--- src/rtl/instruction_fetch.sv ---
// instruction_fetch: front-end fetch stage feeding the instruction decoder.
// Each 16-bit instruction word is assembled from two byte reads on the 8-bit
// memory bus. The low byte is read first, at the word address.
// The word is then presented to the decoder with a valid/ready handshake.
// Execute can redirect the fetch at any time with jump/jump_addr.
//
// Build option: define PREFETCH_EN to add a one-word prefetch buffer. The bus
// keeps fetching the next word while the decoder holds the current one.
//
// Handshakes (both interfaces):
//   A producer raises valid (mem_rd / word_valid) and keeps it and its payload
//   (mem_addr / word, pc) stable until the consumer's ready is seen high on a
//   rising edge. The transfer happens on that edge. A ready seen without valid
//   has no effect. jump and reset override both interfaces on any edge: the
//   bus read in flight is abandoned and the presented word is withdrawn.

module instruction_fetch #(
  parameter logic [15:0] RESET_PC = 16'h0000
) (
  input  logic        clk,
  input  logic        reset,
  output logic [15:0] mem_addr,
  output logic        mem_rd,
  input  logic [7:0]  mem_data_in,
  input  logic        mem_ready,
  output logic [15:0] word,
  output logic        word_valid,
  input  logic        word_ready,
  output logic [15:0] pc,
  input  logic        jump,
  input  logic [15:0] jump_addr,
  output logic [1:0]  dbg_state
);

  // FETCH_LO/FETCH_HI: reading a byte of the word at r_fetch_pc.
  // HOLD: the bus is idle because there is nowhere to put another word.
  typedef enum logic [1:0] {
    FETCH_LO = 2'd0,
    FETCH_HI = 2'd1,
    HOLD     = 2'd2
  } state_t;

  state_t      r_state;
  state_t      w_state_next;
  logic [15:0] r_fetch_pc;   // address of the word being read from the bus
  logic [7:0]  r_lo;         // low byte of the word being read
  logic [15:0] r_word;
  logic [15:0] r_pc;
  logic        r_valid;

  logic        w_accept;
  logic        w_lo_done;
  logic        w_hi_done;
  logic        w_buf_valid;
  logic        w_room;
  logic [15:0] w_new_word;
  logic [1:0]  w_occ_next;

`ifdef PREFETCH_EN
  // The output register plus one buffered word.
  localparam logic [1:0] SLOTS = 2'd2;
  logic [15:0] r_buf_word;
  logic [15:0] r_buf_pc;
  logic        r_buf_valid;
  assign w_buf_valid = r_buf_valid;
`else
  // Only the output register.
  localparam logic [1:0] SLOTS = 2'd1;
  assign w_buf_valid = 1'b0;
`endif

  assign w_accept   = r_valid & word_ready;
  assign w_lo_done  = (r_state == FETCH_LO) & mem_ready;
  assign w_hi_done  = (r_state == FETCH_HI) & mem_ready;
  assign w_new_word = {mem_data_in, r_lo};

  // Count the words held after this edge. The bus keeps running while there is room.
  assign w_occ_next = {1'b0, r_valid} + {1'b0, w_buf_valid}
                    + {1'b0, w_hi_done} - {1'b0, w_accept};
  assign w_room     = (w_occ_next < SLOTS);

  assign word       = r_word;
  assign word_valid = r_valid;
  assign pc         = r_pc;
  assign dbg_state  = r_state;

  // Bus request: read the low byte at fetch_pc, then the high byte at fetch_pc+1 (wraps).
  always_comb begin
    mem_rd   = 1'b0;
    mem_addr = r_fetch_pc;
    if (!reset && (r_state == FETCH_LO || r_state == FETCH_HI)) begin
      mem_rd = 1'b1;
    end
    if (r_state == FETCH_HI) begin
      mem_addr = r_fetch_pc + 16'd1;
    end
  end

  // Next fetch state, computed without jump and reset; both are applied in the state register.
  always_comb begin
    w_state_next = r_state;
    case (r_state)
      FETCH_LO: begin
        if (mem_ready) begin
          w_state_next = FETCH_HI;
        end
      end
      FETCH_HI: begin
        if (mem_ready) begin
          w_state_next = w_room ? FETCH_LO : HOLD;
        end
      end
      HOLD: begin
        if (w_room) begin
          w_state_next = FETCH_LO;
        end
      end
      default: w_state_next = FETCH_LO;
    endcase
  end

  // Fetch state, fetch address and low-byte latch; jump restarts at jump_addr and drops any partial word.
  always_ff @(posedge clk) begin
    if (reset) begin
      r_state    <= FETCH_LO;
      r_fetch_pc <= RESET_PC;
      r_lo       <= '0;
    end else if (jump) begin
      r_state    <= FETCH_LO;
      r_fetch_pc <= jump_addr;
    end else begin
      r_state <= w_state_next;
      if (w_lo_done) begin
        r_lo <= mem_data_in;
      end
      if (w_hi_done) begin
        r_fetch_pc <= r_fetch_pc + 16'd2;
      end
    end
  end

  // Presented word, its pc and (with prefetch) the buffered next word.
  always_ff @(posedge clk) begin
    if (reset) begin
      r_word  <= '0;
      r_pc    <= RESET_PC;
      r_valid <= 1'b0;
`ifdef PREFETCH_EN
      r_buf_valid <= 1'b0;
      r_buf_word  <= '0;
      r_buf_pc    <= RESET_PC;
`endif
    end else if (jump) begin
      // A word accepted on this same edge still counts as consumed.
      r_valid <= 1'b0;
      r_pc    <= jump_addr;
`ifdef PREFETCH_EN
      r_buf_valid <= 1'b0;
`endif
    end else if (w_accept) begin
`ifdef PREFETCH_EN
      if (r_buf_valid) begin
        r_word      <= r_buf_word;
        r_pc        <= r_buf_pc;
        r_valid     <= 1'b1;
        r_buf_valid <= w_hi_done;
        if (w_hi_done) begin
          r_buf_word <= w_new_word;
          r_buf_pc   <= r_fetch_pc;
        end
      end else if (w_hi_done) begin
        r_word  <= w_new_word;
        r_pc    <= r_fetch_pc;
        r_valid <= 1'b1;
      end else begin
        r_valid <= 1'b0;
        r_pc    <= r_pc + 16'd2;
      end
`else
      r_valid <= 1'b0;
      r_pc    <= r_pc + 16'd2;
`endif
    end else if (w_hi_done) begin
      if (!r_valid) begin
        r_word  <= w_new_word;
        r_pc    <= r_fetch_pc;
        r_valid <= 1'b1;
      end
`ifdef PREFETCH_EN
      else begin
        r_buf_word  <= w_new_word;
        r_buf_pc    <= r_fetch_pc;
        r_buf_valid <= 1'b1;
      end
`endif
    end
  end

endmodule

--- config.mk ---
export PLATFORM = sky130hd
export DESIGN_NAME = instruction_fetch
export DESIGN_NICKNAME = d
export VERILOG_FILES = /design/src/rtl/instruction_fetch.sv
export SDC_FILE = /design/constraint.sdc
export NUM_CORES = 1
export LEC_CHECK = 0
export ABC_AREA = 1
export BUFFER_PORTS_ARGS = -buffer_cell sky130_fd_sc_hd__buf_2
export CELL_PAD_IN_SITES_DETAIL_PLACEMENT = 0
export CELL_PAD_IN_SITES_GLOBAL_PLACEMENT = 1
export CORE_UTILIZATION = 35
export CTS_CLUSTER_DIAMETER = 200
export DETAILED_ROUTE_END_ITERATION = 10
export PLACE_DENSITY_LB_ADDON = 0.1
export SLEW_MARGIN = 10
export SYNTH_ARGS = -nofsm -noshare
export SYNTH_HDL_FRONTEND = slang
export SYNTH_SLANG_ARGS = --single-unit
--- constraint.sdc ---
create_clock -name clk -period 3.4 [get_ports clk]
set_clock_uncertainty 0.05 [all_clocks]
set_input_delay 0.17 -clock clk [delete_from_list [all_inputs] [get_ports clk]]
set_output_delay 0.17 -clock clk [all_outputs]
set_load 0.01 [all_outputs]
==> results of run 1 <==
-- metrics by stage --
stage	cell area [um2]	total power [W]
floorplan	3420	0.000914
global placement	3870	0.000999
detailed placement	3870	0.00100
CTS	4080	0.00168
global route	4080	0.00176
finish	4080	0.00167
-- kinds of logic after synthesis --
| family | Yosys count |
|---|---|
| flip-flops | 59 |
| adder cells (fa/ha/maj) | 4 |
| XOR/XNOR | 17 |
| AO/OA/AOI/OAI | 123 |
| AND/OR/NAND/NOR | 236 |
| buffers and inverters | 77 |
-- synthesized netlist by cell type, drive strengths merged, types with 3 or more instances --
| cell | instances |
|---|---|
| inv | 56 |
| nand2 | 128 |
| a21oi | 52 |
| nand3 | 43 |
| o21bai | 4 |
| ha | 4 |
| o21ai | 56 |
| clkbuf | 8 |
| nand4 | 10 |
| a31oi | 6 |
| xor2 | 15 |
| dfxtp | 59 |
| nor2 | 49 |
| or2 | 3 |
| buf | 12 |
-- cell usage in the layout (no fill, tap or decap), types with 2 or more instances in the layout --
master / Yosys / routed
a21oi_1: 52 / 52
nand4_1: 10 / 10
xnor2_1: 2 / 2
a31oi_1: 6 / 6
nand2_2: 2 / 2
o21bai_1: 4 / 4
nand2_1: 123 / 123
nand2_4: 3 / 3
inv_6: 0 / 4
buf_4: 4 / 2
ha_1: 4 / 4
a211oi_1: 2 / 2
dfxtp_1: 59 / 59
clkinv_4: 0 / 2
o21ai_0: 55 / 55
inv_2: 3 / 3
nor2_1: 44 / 44
buf_2: 4 / 80
clkbuf_8: 0 / 9
or2_2: 3 / 3
nand3_1: 43 / 43
inv_1: 53 / 53
nor2_4: 3 / 3
xor2_1: 15 / 15
-- worst paths after layout --
kind | slack (ns) | cells after the start | endpoint | from
max | 1.08 | 8 | mem_addr[11] | r_fetch_pc[1]
min | 0.04 | 3 | r_fetch_pc[8] | jump_addr[8]
max reg2reg | 1.47 | 6 | pc[14] | word_valid
min reg2reg | 0.40 | 2 | r_lo[6] | r_lo[6]
-- flip-flops by register name, indices dropped and copies added, names as in the netlist --
| signal | cells |
|---|---|
| word_valid | 1 |
| r_fetch_pc | 16 |
| word | 16 |
| r_lo | 8 |
| dbg_state | 2 |
| pc | 16 |
-- power groups by stage --
stage          combinational (W)  clock, W  sequential [W]
6_report                0.000219  0.000689        0.000763
5_1_grt                 0.000249  0.000738        0.000769
4_1_cts                 0.000221  0.000700        0.000764
3_5_place_dp            0.000220         0        0.000780
3_3_place_gp            0.000220         0        0.000779
2_1_floorplan           0.000140         0        0.000774
-- worst min-delay path: cells and delay by family --
kind | cells | cell delay (ns)
buffers and inverters | 1 | 0.10
AO/OA/AOI/OAI | 1 | 0.06
AND/OR/NAND/NOR | 1 | 0.07
-- cell type report --
class,count,area (um2),share of cell area [%]
clock buffers,9,124,3.04
clock inverters,7,82.6,2.02
flip-flops and latches,59,1180,28.9
inverters,57,214,5.24
well taps,129,161,3.96
multi-input cells,380,1900,46.6
repair buffers,82,415,10.2
-- metal layers --
layer / wire length (um) / up-vias
li1: - / 1849
met1: 4820 / 1630
met2: 4760 / 77
met3: 453 / 9
met4: 134 / 0
met5: 0 / -
==> results.yml, run 1 <==
final_layout:
  fill_cells: 1053
  synthToLayoutAreaGrowth_pct: 19.2
  antennaDiodeCount: 0
  final_layout_size_suffix_gt1_share_pct: 19.4
  nNetsFinal: 622
  final_util_pct: 43.5
  final_cells: 723
setup_path:
  critPathKind: "flop to primary output"
  crit_arrival_ns: 2.10
  critical-path-top-delay-family: "simple AND/OR/NAND/NOR gates"
  slowest_stage: "dfxtp_1"
  endpoint_kind: "primary output"
  worstPathRequired_ns: 3.18
  cp_max_fo: 7
  max_stage_delay_ns: 0.45
  path_buf_inv: 1
  crit_top_cell: "nand2_1"
  path_cells: "ha_1 > nand3_1 > nor2_4 > nand2_1 > xor2_1 > nand2_1 > o21ai_0 > buf_2"
  cp-start-kind: "flop"
power:
  combPwrFrac_pct: 13.1
  leakage_nw: 1.78
  pwr-share-seq_pct: 45.7
  internal-power_w: 0.00116
  vdd_ir_drop_max_uv: 262
  switching_share_pct: 30.8
  p_sw_w: 0.000515
  clkPwrFrac_pct: 41.2
  power_density_nw_per_um2: 410
synthesis:
  synth_fa_ha_area_share_pct: 1.46
  avgSynthCellArea_um2: 6.63
  synth.distinct_cells: 34
  synthTopCellsByArea: "dfxtp_1 35%, nand2_1 13%, o21ai_0 8.0%, a21oi_1 7.6%, nand3_1 6.3%"
  synth-main-ff-cell: "dfxtp_1"
  synth-compound-area-share_pct: 18.9
  yosys.area_share.simple_pct: 30.9
  async_flop_share_pct: 0
  seq_area_frac_synth_pct: 34.5
  yosys_warnings: 0
  syn_nets: 549
  synth_cells: 516
  yosysTopAreaCell: "dfxtp_1"
  syn_area_um2: 3420
  netlist.area_leader.share_pct: 34.5
  synth-xor-area-share_pct: 4.35
  muxShareOfSynthArea_pct: 0
  ys_seq_elements: 59
  synth_top_family_by_area: "simple AND/OR/NAND/NOR gates"
  synth-edff-count: 0
clock_tree:
  cts_sinks: 59
  cts_made_buffers: 9
  clockBufferDepth: 2
  ctsResizeCount: 0
  hold_buffers: 0
  root_buffer: "clkbuf_8"
  clk_pin_slew_worst_paths_ns: 0.08
  cts_tree: "built"
  h-tree-depth: 3
  post_cts_buffers: 0
  clk_latency_ns: 0.36
timing:
  final.setup.worst_slack_ns: 1.08
  slew_headroom_pct: 47.1
  finalHoldViolCount: 0
  holdWs_ns: 0.0377
  tightest_slew_ns: 0.790
  rsz0062_at_grt: "false"
  finalCritPeriodShare_pct: 68.2
  setup_viol: 0
  slew_viol_final: 0
  fin_tns_setup_ns: 0
  fin_crit_ns: 2.32
  max_freq_mhz: 432
grt:
  grt_use_met3_pct: 5.06
  antenna_found_initial: 0
  grt_first_pass_wirelength_um: 16500
  gr-usage-met1_pct: 27.6
  grt-busiest-layer: "met2"
  gr-usage-all-layers_pct: 21.4
  use_met2_pct: 35.1
  grt_max_degree: 35
  grt.overflow.total: 0
  grt_pass1_vias: 3315
die:
  start_util_pct: 36.5
  dieHeight_um: 101
  ios: 81
  core_area_um2: 9370
  rows: 35
  die_area_um2: 10200
  die_w_um: 101
place:
  place_inst: 707
  gp_congestion: 0.905
  portBuffers: 80
  dpl_worst_slack_ns: 1.43
  hpwl_um: 7520
routing:
  drc: 0
  antenna_left: 0
  drtPass1Iterations: 4
  vias_per_cell: 4.93
  wl_per_cell_um: 14.1
  vias: 3565
  drt_iter0_drc: 126
  wl_um: 10200
run:
  maxCapViolCount: 0
status:
  status: "completed"
worst_hold_path:
  hold_class: "input pin to flop"
Note: power is estimated with default switching activity, not from simulation.
==> inputs of run 2 (changes only) <==
--- a/config.mk
+++ b/config.mk
@@ -5,7 +5,7 @@
 export SDC_FILE = /design/constraint.sdc
 export NUM_CORES = 1
 export LEC_CHECK = 0
-export ABC_AREA = 1
+export ABC_AREA = 0
 export BUFFER_PORTS_ARGS = -buffer_cell sky130_fd_sc_hd__buf_2
 export CELL_PAD_IN_SITES_DETAIL_PLACEMENT = 0
 export CELL_PAD_IN_SITES_GLOBAL_PLACEMENT = 1
==> constraint.sdc (replaced) <==
create_clock -name clk -period 2.1 [get_ports clk]
set_clock_uncertainty 0.05 [all_clocks]
set_input_delay 0.105 -clock clk [delete_from_list [all_inputs] [get_ports clk]]
set_output_delay 0.105 -clock clk [all_outputs]
set_load 0.01 [all_outputs]
==> results.yml, run 2 <==
timing:
  tightest_slew_ns: 0.578
  slew_headroom_pct: 61.4
  finalHoldViolCount: 0
  fin_crit_ns: 2.04
  setup_viol: 0
  max_freq_mhz: 491
  slew_viol_final: 0
  fin_tns_setup_ns: 0
  rsz0062_at_grt: "false"
  finalCritPeriodShare_pct: 96.9
synthesis:
  netlist.area_leader.share_pct: 34.8
  yosysTopAreaCell: "dfxtp_1"
  syn_nets: 459
  synth_cells: 426
  synth_fa_ha_area_share_pct: 1.48
  ys_seq_elements: 59
  yosys_warnings: 0
  synth-main-ff-cell: "dfxtp_1"
  yosys.area_share.simple_pct: 30.9
  synth-xor-area-share_pct: 6.97
  seq_area_frac_synth_pct: 34.8
  synth_top_family_by_area: "simple AND/OR/NAND/NOR gates"
  async_flop_share_pct: 0
  synth-compound-area-share_pct: 18.1
  yosysMostFrequentCell: "nand2_1"
  avgSynthCellArea_um2: 7.96
  syn_area_um2: 3390
  synth-edff-count: 0
  muxShareOfSynthArea_pct: 1.81
  synth.distinct_cells: 60
  synthTopCellsByArea: "dfxtp_1 35%, nand2_1 7.9%, a21oi_1 5.5%, xnor2_1 3.9%, nor2_1 3.7%"
  yosys-top-cells-count: "71 x nand2_1, 59 x dfxtp_1, 37 x a21oi_1, 33 x nor2_1, 19 x nor3_1"
clock_tree:
  root_buffer: "clkbuf_8"
  cts_made_buffers: 9
  cts_sinks: 59
  clk_pin_slew_worst_paths_ns: 0.06
  clk_latency_ns: 0.34
  cts_tree: "built"
  h-tree-depth: 3
  clockBufferDepth: 2
power:
  leakage_nw: 1.78
  vdd_ir_drop_max_uv: 308
  p_sw_w: 0.000745
  internal-power_w: 0.00178
  clkPwrFrac_pct: 34.3
  switching_share_pct: 29.5
  power_density_nw_per_um2: 589
  pwr-share-seq_pct: 49.7
  combPwrFrac_pct: 16.0
setup_path:
  crit_arrival_ns: 1.88
  endpoint_kind: "primary output"
  worstPathRequired_ns: 1.95
  cp_max_fo: 5
  cp-start-kind: "flop"
  critPathKind: "flop to primary output"
status:
  status: "completed"
routing:
  vias_per_cell: 5.12
  antenna_left: 0
  vias: 3324
  drt_iter0_drc: 155
  wl_um: 10300
  drc: 0
  drtPass1Iterations: 4
  wl_per_cell_um: 15.8
die:
  start_util_pct: 36.4
  ios: 81
  dieHeight_um: 100
  die_w_um: 100
  core_area_um2: 9330
  die_area_um2: 10100
  rows: 35
final_layout:
  final_util_pct: 46.0
  antennaDiodeCount: 0
  layout_commonest_cell: "buf_2"
  final_cell_mix: "80 x buf_2, 71 x nand2_1, 53 x dfxtp_1"
  synthToLayoutAreaGrowth_pct: 26.4
  nNetsFinal: 548
  final_layout_size_suffix_gt1_share_pct: 27.7
  fill_cells: 974
grt:
  grt_pass1_vias: 2982
  antenna_found_initial: 0
  grt_max_degree: 43
  gr-usage-all-layers_pct: 21.2
  grt_first_pass_wirelength_um: 16400
  grt.overflow.total: 0
place:
  portBuffers: 80
  hpwl_um: 7400
  gp_congestion: 0.773
run:
  maxCapViolCount: 0
worst_hold_path:
  hold_class: "input pin to flop"
==> run 2: cell types whose count changed after synthesis, sizes merged, moves of 10 or more <==
cell | previous run | this run
buf | 12 | 23
o21ai | 56 | 12
xnor2 | 2 | 15
nor2 | 49 | 34
a21oi | 52 | 37
a211oi | 2 | 12
nor3 | 2 | 22
nand3 | 43 | 10
nand2 | 128 | 72
inv | 56 | 9
==> run 2: worst max-delay path: stages, from the launching register on <==
cell and delay, ns:
dfxtp_4 0.36, ha_2 0.19, nand3b_4 0.09, or3_4 0.38
nor3_4 0.20, xor2_1 0.17, buf_2 0.15
==> run 2: final cells by class <==
type	count	area, um2	area share, %
Multi-Input combinational cell	323	2060	48.0
Timing Repair Buffer	113	691	16.1
Clock inverter	3	15.0	0.350
Inverter	9	33.8	0.788
Sequential cell	59	1190	27.8
Clock buffer	13	139	3.24
Tap cell	129	161	3.76
==> run 2: timing repair <==
action                                  CTS  global route
gates resized for setup                  12             4
hold buffers                             12             0
endpoints found under the setup margin    6             7
pin swaps                                 1             0
endpoints found under the hold margin    20             0
buffers inserted                          0             3
==> run 2: cells by family after synthesis <==
family	count (synthesis)
adder cells (fa/ha/maj)	4
AO/OA/AOI/OAI	94
multiplexers	6
flip-flops	59
buffers and inverters	44
XOR/XNOR	27
AND/OR/NAND/NOR	192
==> run 2: final timing paths <==
path,start,endpoint,slack [ns],cells after the start
setup reg to reg,pc[2],pc[7],0.25,5
hold / removal,jump_addr[6],r_fetch_pc[6],0.02,3
setup / recovery,r_fetch_pc[0],mem_addr[12],0.06,6
hold reg to reg,word[4],word[4],0.40,2
==> run 2: stage by stage <==
stage | total power (W) | setup WS [ns] | hold slack [ns] | cells | cell area [um2]
after detailed placement | 0.00166 | 0.214 | 0.314 | 618 | 3940
after CTS | 0.00255 | 0.00233 | 0.00189 | 646 | 4250
after floorplan | 0.00150 | 0.259 | 0.191 | 426 | 3390
after global placement | 0.00166 | 0.243 | 0.311 | 618 | 3940
after global routing | 0.00267 | 0.00289 | 0.0187 | 649 | 4290
final | 0.00253 | 0.0645 | 0.0179 | 649 | 4290
==> run 2: power groups by stage <==
| stage | registers [W] | logic [W] | clock network, W |
|---|---|---|---|
| 4_1_cts | 0.00125 | 0.000400 | 0.000895 |
| 3_3_place_gp | 0.00128 | 0.000379 | 0 |
| 5_1_grt | 0.00127 | 0.000448 | 0.000952 |
| 3_5_place_dp | 0.00128 | 0.000378 | 0 |
| 2_1_floorplan | 0.00125 | 0.000245 | 0 |
| 6_report | 0.00126 | 0.000405 | 0.000866 |
==> run 2: per-layer routing <==
metal  share of wire [%]  vias to the layer above  global-route usage, %
met2                  41                       94                   28.5
li1                    -                     1699                      -
met5                   0                        -                      0
met4                0.89                        0                   6.69
met3                 5.7                        8                   3.97
met1                  53                     1523                   33.2
==> inputs of run 3 (changes only) <==
--- a/config.mk
+++ b/config.mk
@@ -6,12 +6,12 @@
 export NUM_CORES = 1
 export LEC_CHECK = 0
 export ABC_AREA = 0
-export BUFFER_PORTS_ARGS = -buffer_cell sky130_fd_sc_hd__buf_2
 export CELL_PAD_IN_SITES_DETAIL_PLACEMENT = 0
 export CELL_PAD_IN_SITES_GLOBAL_PLACEMENT = 1
 export CORE_UTILIZATION = 35
 export CTS_CLUSTER_DIAMETER = 200
 export DETAILED_ROUTE_END_ITERATION = 10
+export DONT_BUFFER_PORTS = 1
 export PLACE_DENSITY_LB_ADDON = 0.1
 export SLEW_MARGIN = 10
 export SYNTH_ARGS = -nofsm -noshare
==> results.yml, run 3 (synthesis gave the netlist of run 2 again) <==
clock_tree:
  cts_made_buffers: 9
  clk_latency_ns: 0.34
  root_buffer: "clkbuf_8"
  cts_sinks: 59
  clk_pin_slew_worst_paths_ns: 0.07
  clockBufferDepth: 2
  cts_tree: "built"
  post_cts_buffers: 0
  h-tree-depth: 3
timing:
  setup_viol: 0
  rsz0062_at_grt: "true"
  tightest_slew_ns: 0.604
  max_freq_mhz: 498
  finalCritPeriodShare_pct: 95.7
  finalHoldViolCount: 0
  slew_viol_final: 0
  fin_crit_ns: 2.01
  slew_headroom_pct: 59.6
setup_path:
  worstPathRequired_ns: 1.95
  crit_arrival_ns: 1.85
  critPathKind: "flop to primary output"
  startpoint: "r_fetch_pc[1]"
  endpoint_kind: "primary output"
  cp-start-kind: "flop"
  r2r_start: "word_valid"
  cp_max_fo: 5
power:
  power_density_nw_per_um2: 682
  switching_share_pct: 27.4
  pwr-share-seq_pct: 45.5
  leakage_nw: 1.46
  vdd_ir_drop_max_uv: 261
  combPwrFrac_pct: 12.2
  p_sw_w: 0.000764
  clkPwrFrac_pct: 42.3
  internal-power_w: 0.00202
place:
  hpwl_um: 7430
  placed_area_um2: 3560
  portBuffers: 0
  gp_congestion: 0.848
  place_inst: 543
die:
  start_util_pct: 36.4
  die_w_um: 100
  ios: 81
  core_area_um2: 9330
  die_area_um2: 10100
  rows: 35
  dieHeight_um: 100
grt:
  grt_first_pass_wirelength_um: 17000
  grt_pass1_vias: 2993
  gr-usage-all-layers_pct: 22.2
  grt_max_degree: 59
  antenna_found_initial: 0
  grt.overflow.total: 0
worst_hold_path:
  hold_class: "input pin to flop"
  min_from: "jump_addr[3]"
final_layout:
  layout_commonest_cell: "nand2_1"
  nNetsFinal: 482
  final_cell_mix: "71 x nand2_1, 55 x dfxtp_1, 37 x a21oi_1"
  finalInstanceArea_um2: 4080
  final_cells: 582
  synthToLayoutAreaGrowth_pct: 20.4
  final_util_pct: 43.8
  final_layout_size_suffix_gt1_share_pct: 15.0
  antennaDiodeCount: 0
routing:
  antenna_left: 0
  vias_per_cell: 5.34
  wl_um: 10600
  drc: 0
  vias: 3109
  drtPass1Iterations: 4
  wl_per_cell_um: 18.3
  drt_iter0_drc: 150
run:
  maxCapViolCount: 0
status:
  status: "completed"
run 3: changes by cell type in the layout (fill, tap and decap cells not counted), moves of 2 or more:
| cell | delta |
|---|---|
| buf_2 | -80 |
| dlygate4sd3_1 | +11 |
| buf_4 | +3 |
| clkbuf_1 | -3 |
| clkinv_2 | -3 |
| bufinv_16 | +2 |
| clkinvlp_4 | +2 |
| dfxtp_1 | +2 |
run 3: path summary, 6_finish.rpt:
path,to,slack (ns),depth (start not counted)
worst max register to register,word[0],0.30,4
worst min-delay path,r_fetch_pc[3],0.01,2
worst min register to register,word[7],0.41,2
worst max-delay path,mem_addr[8],0.09,5
run 3: worst max-delay path: stages, from the launching register on:
cell	delay (ns)
dfxtp_2	0.37
ha_1	0.20
nand3b_4	0.10
or3_4	0.41
nor2_1	0.14
xor2_1	0.29
run 3: layout make-up:
class,instances,area [um2]
clock buffers,11,141
well taps,129,161
inverters,9,33.8
clock inverters,4,75.1
repair buffers,47,430
fillers,987,5250
flip-flops and latches,59,1190
multi-input cells,323,2050
run 3: what timing repair did:
action                                  CTS  global route
hold endpoints to repair                 57             0
gates resized for setup                   8             4
hold buffers                             24             0
endpoints found under the setup margin    6             6
pin swaps                                 3             1
run 3: metrics by stage:
stage | hold slack (ns) | power (W) | worst slack [ns] | TNS, ns
2_1_floorplan | 0.191 | 0.00150 | 0.259 | 0
3_3_place_gp | 0.133 | 0.00155 | 0.306 | 0
5_1_grt | 0.00853 | 0.00291 | -0.00322 | -0.00463
6_report | 0.0146 | 0.00279 | 0.0902 | 0
4_1_cts | 0.00244 | 0.00282 | 0.0000442 | 0
3_5_place_dp | 0.135 | 0.00156 | 0.215 | 0
run 3: metal layers:
metal	track usage [%]	vias to the layer above	share of wire [%]
li1	-	1563	-
met1	34.4	1454	52
met2	29.1	81	40
met3	5.22	11	7.0
met4	8.03	0	1.2
met5	0	-	0
run 3: power groups by stage:
stage               clock, W  combinational [W]  sequential [W]
floorplan                  0           0.000245         0.00125
global placement           0           0.000266         0.00129
detailed placement         0           0.000267         0.00129
CTS                  0.00121           0.000340         0.00127
global route         0.00125           0.000374         0.00128
finish               0.00118           0.000340         0.00127
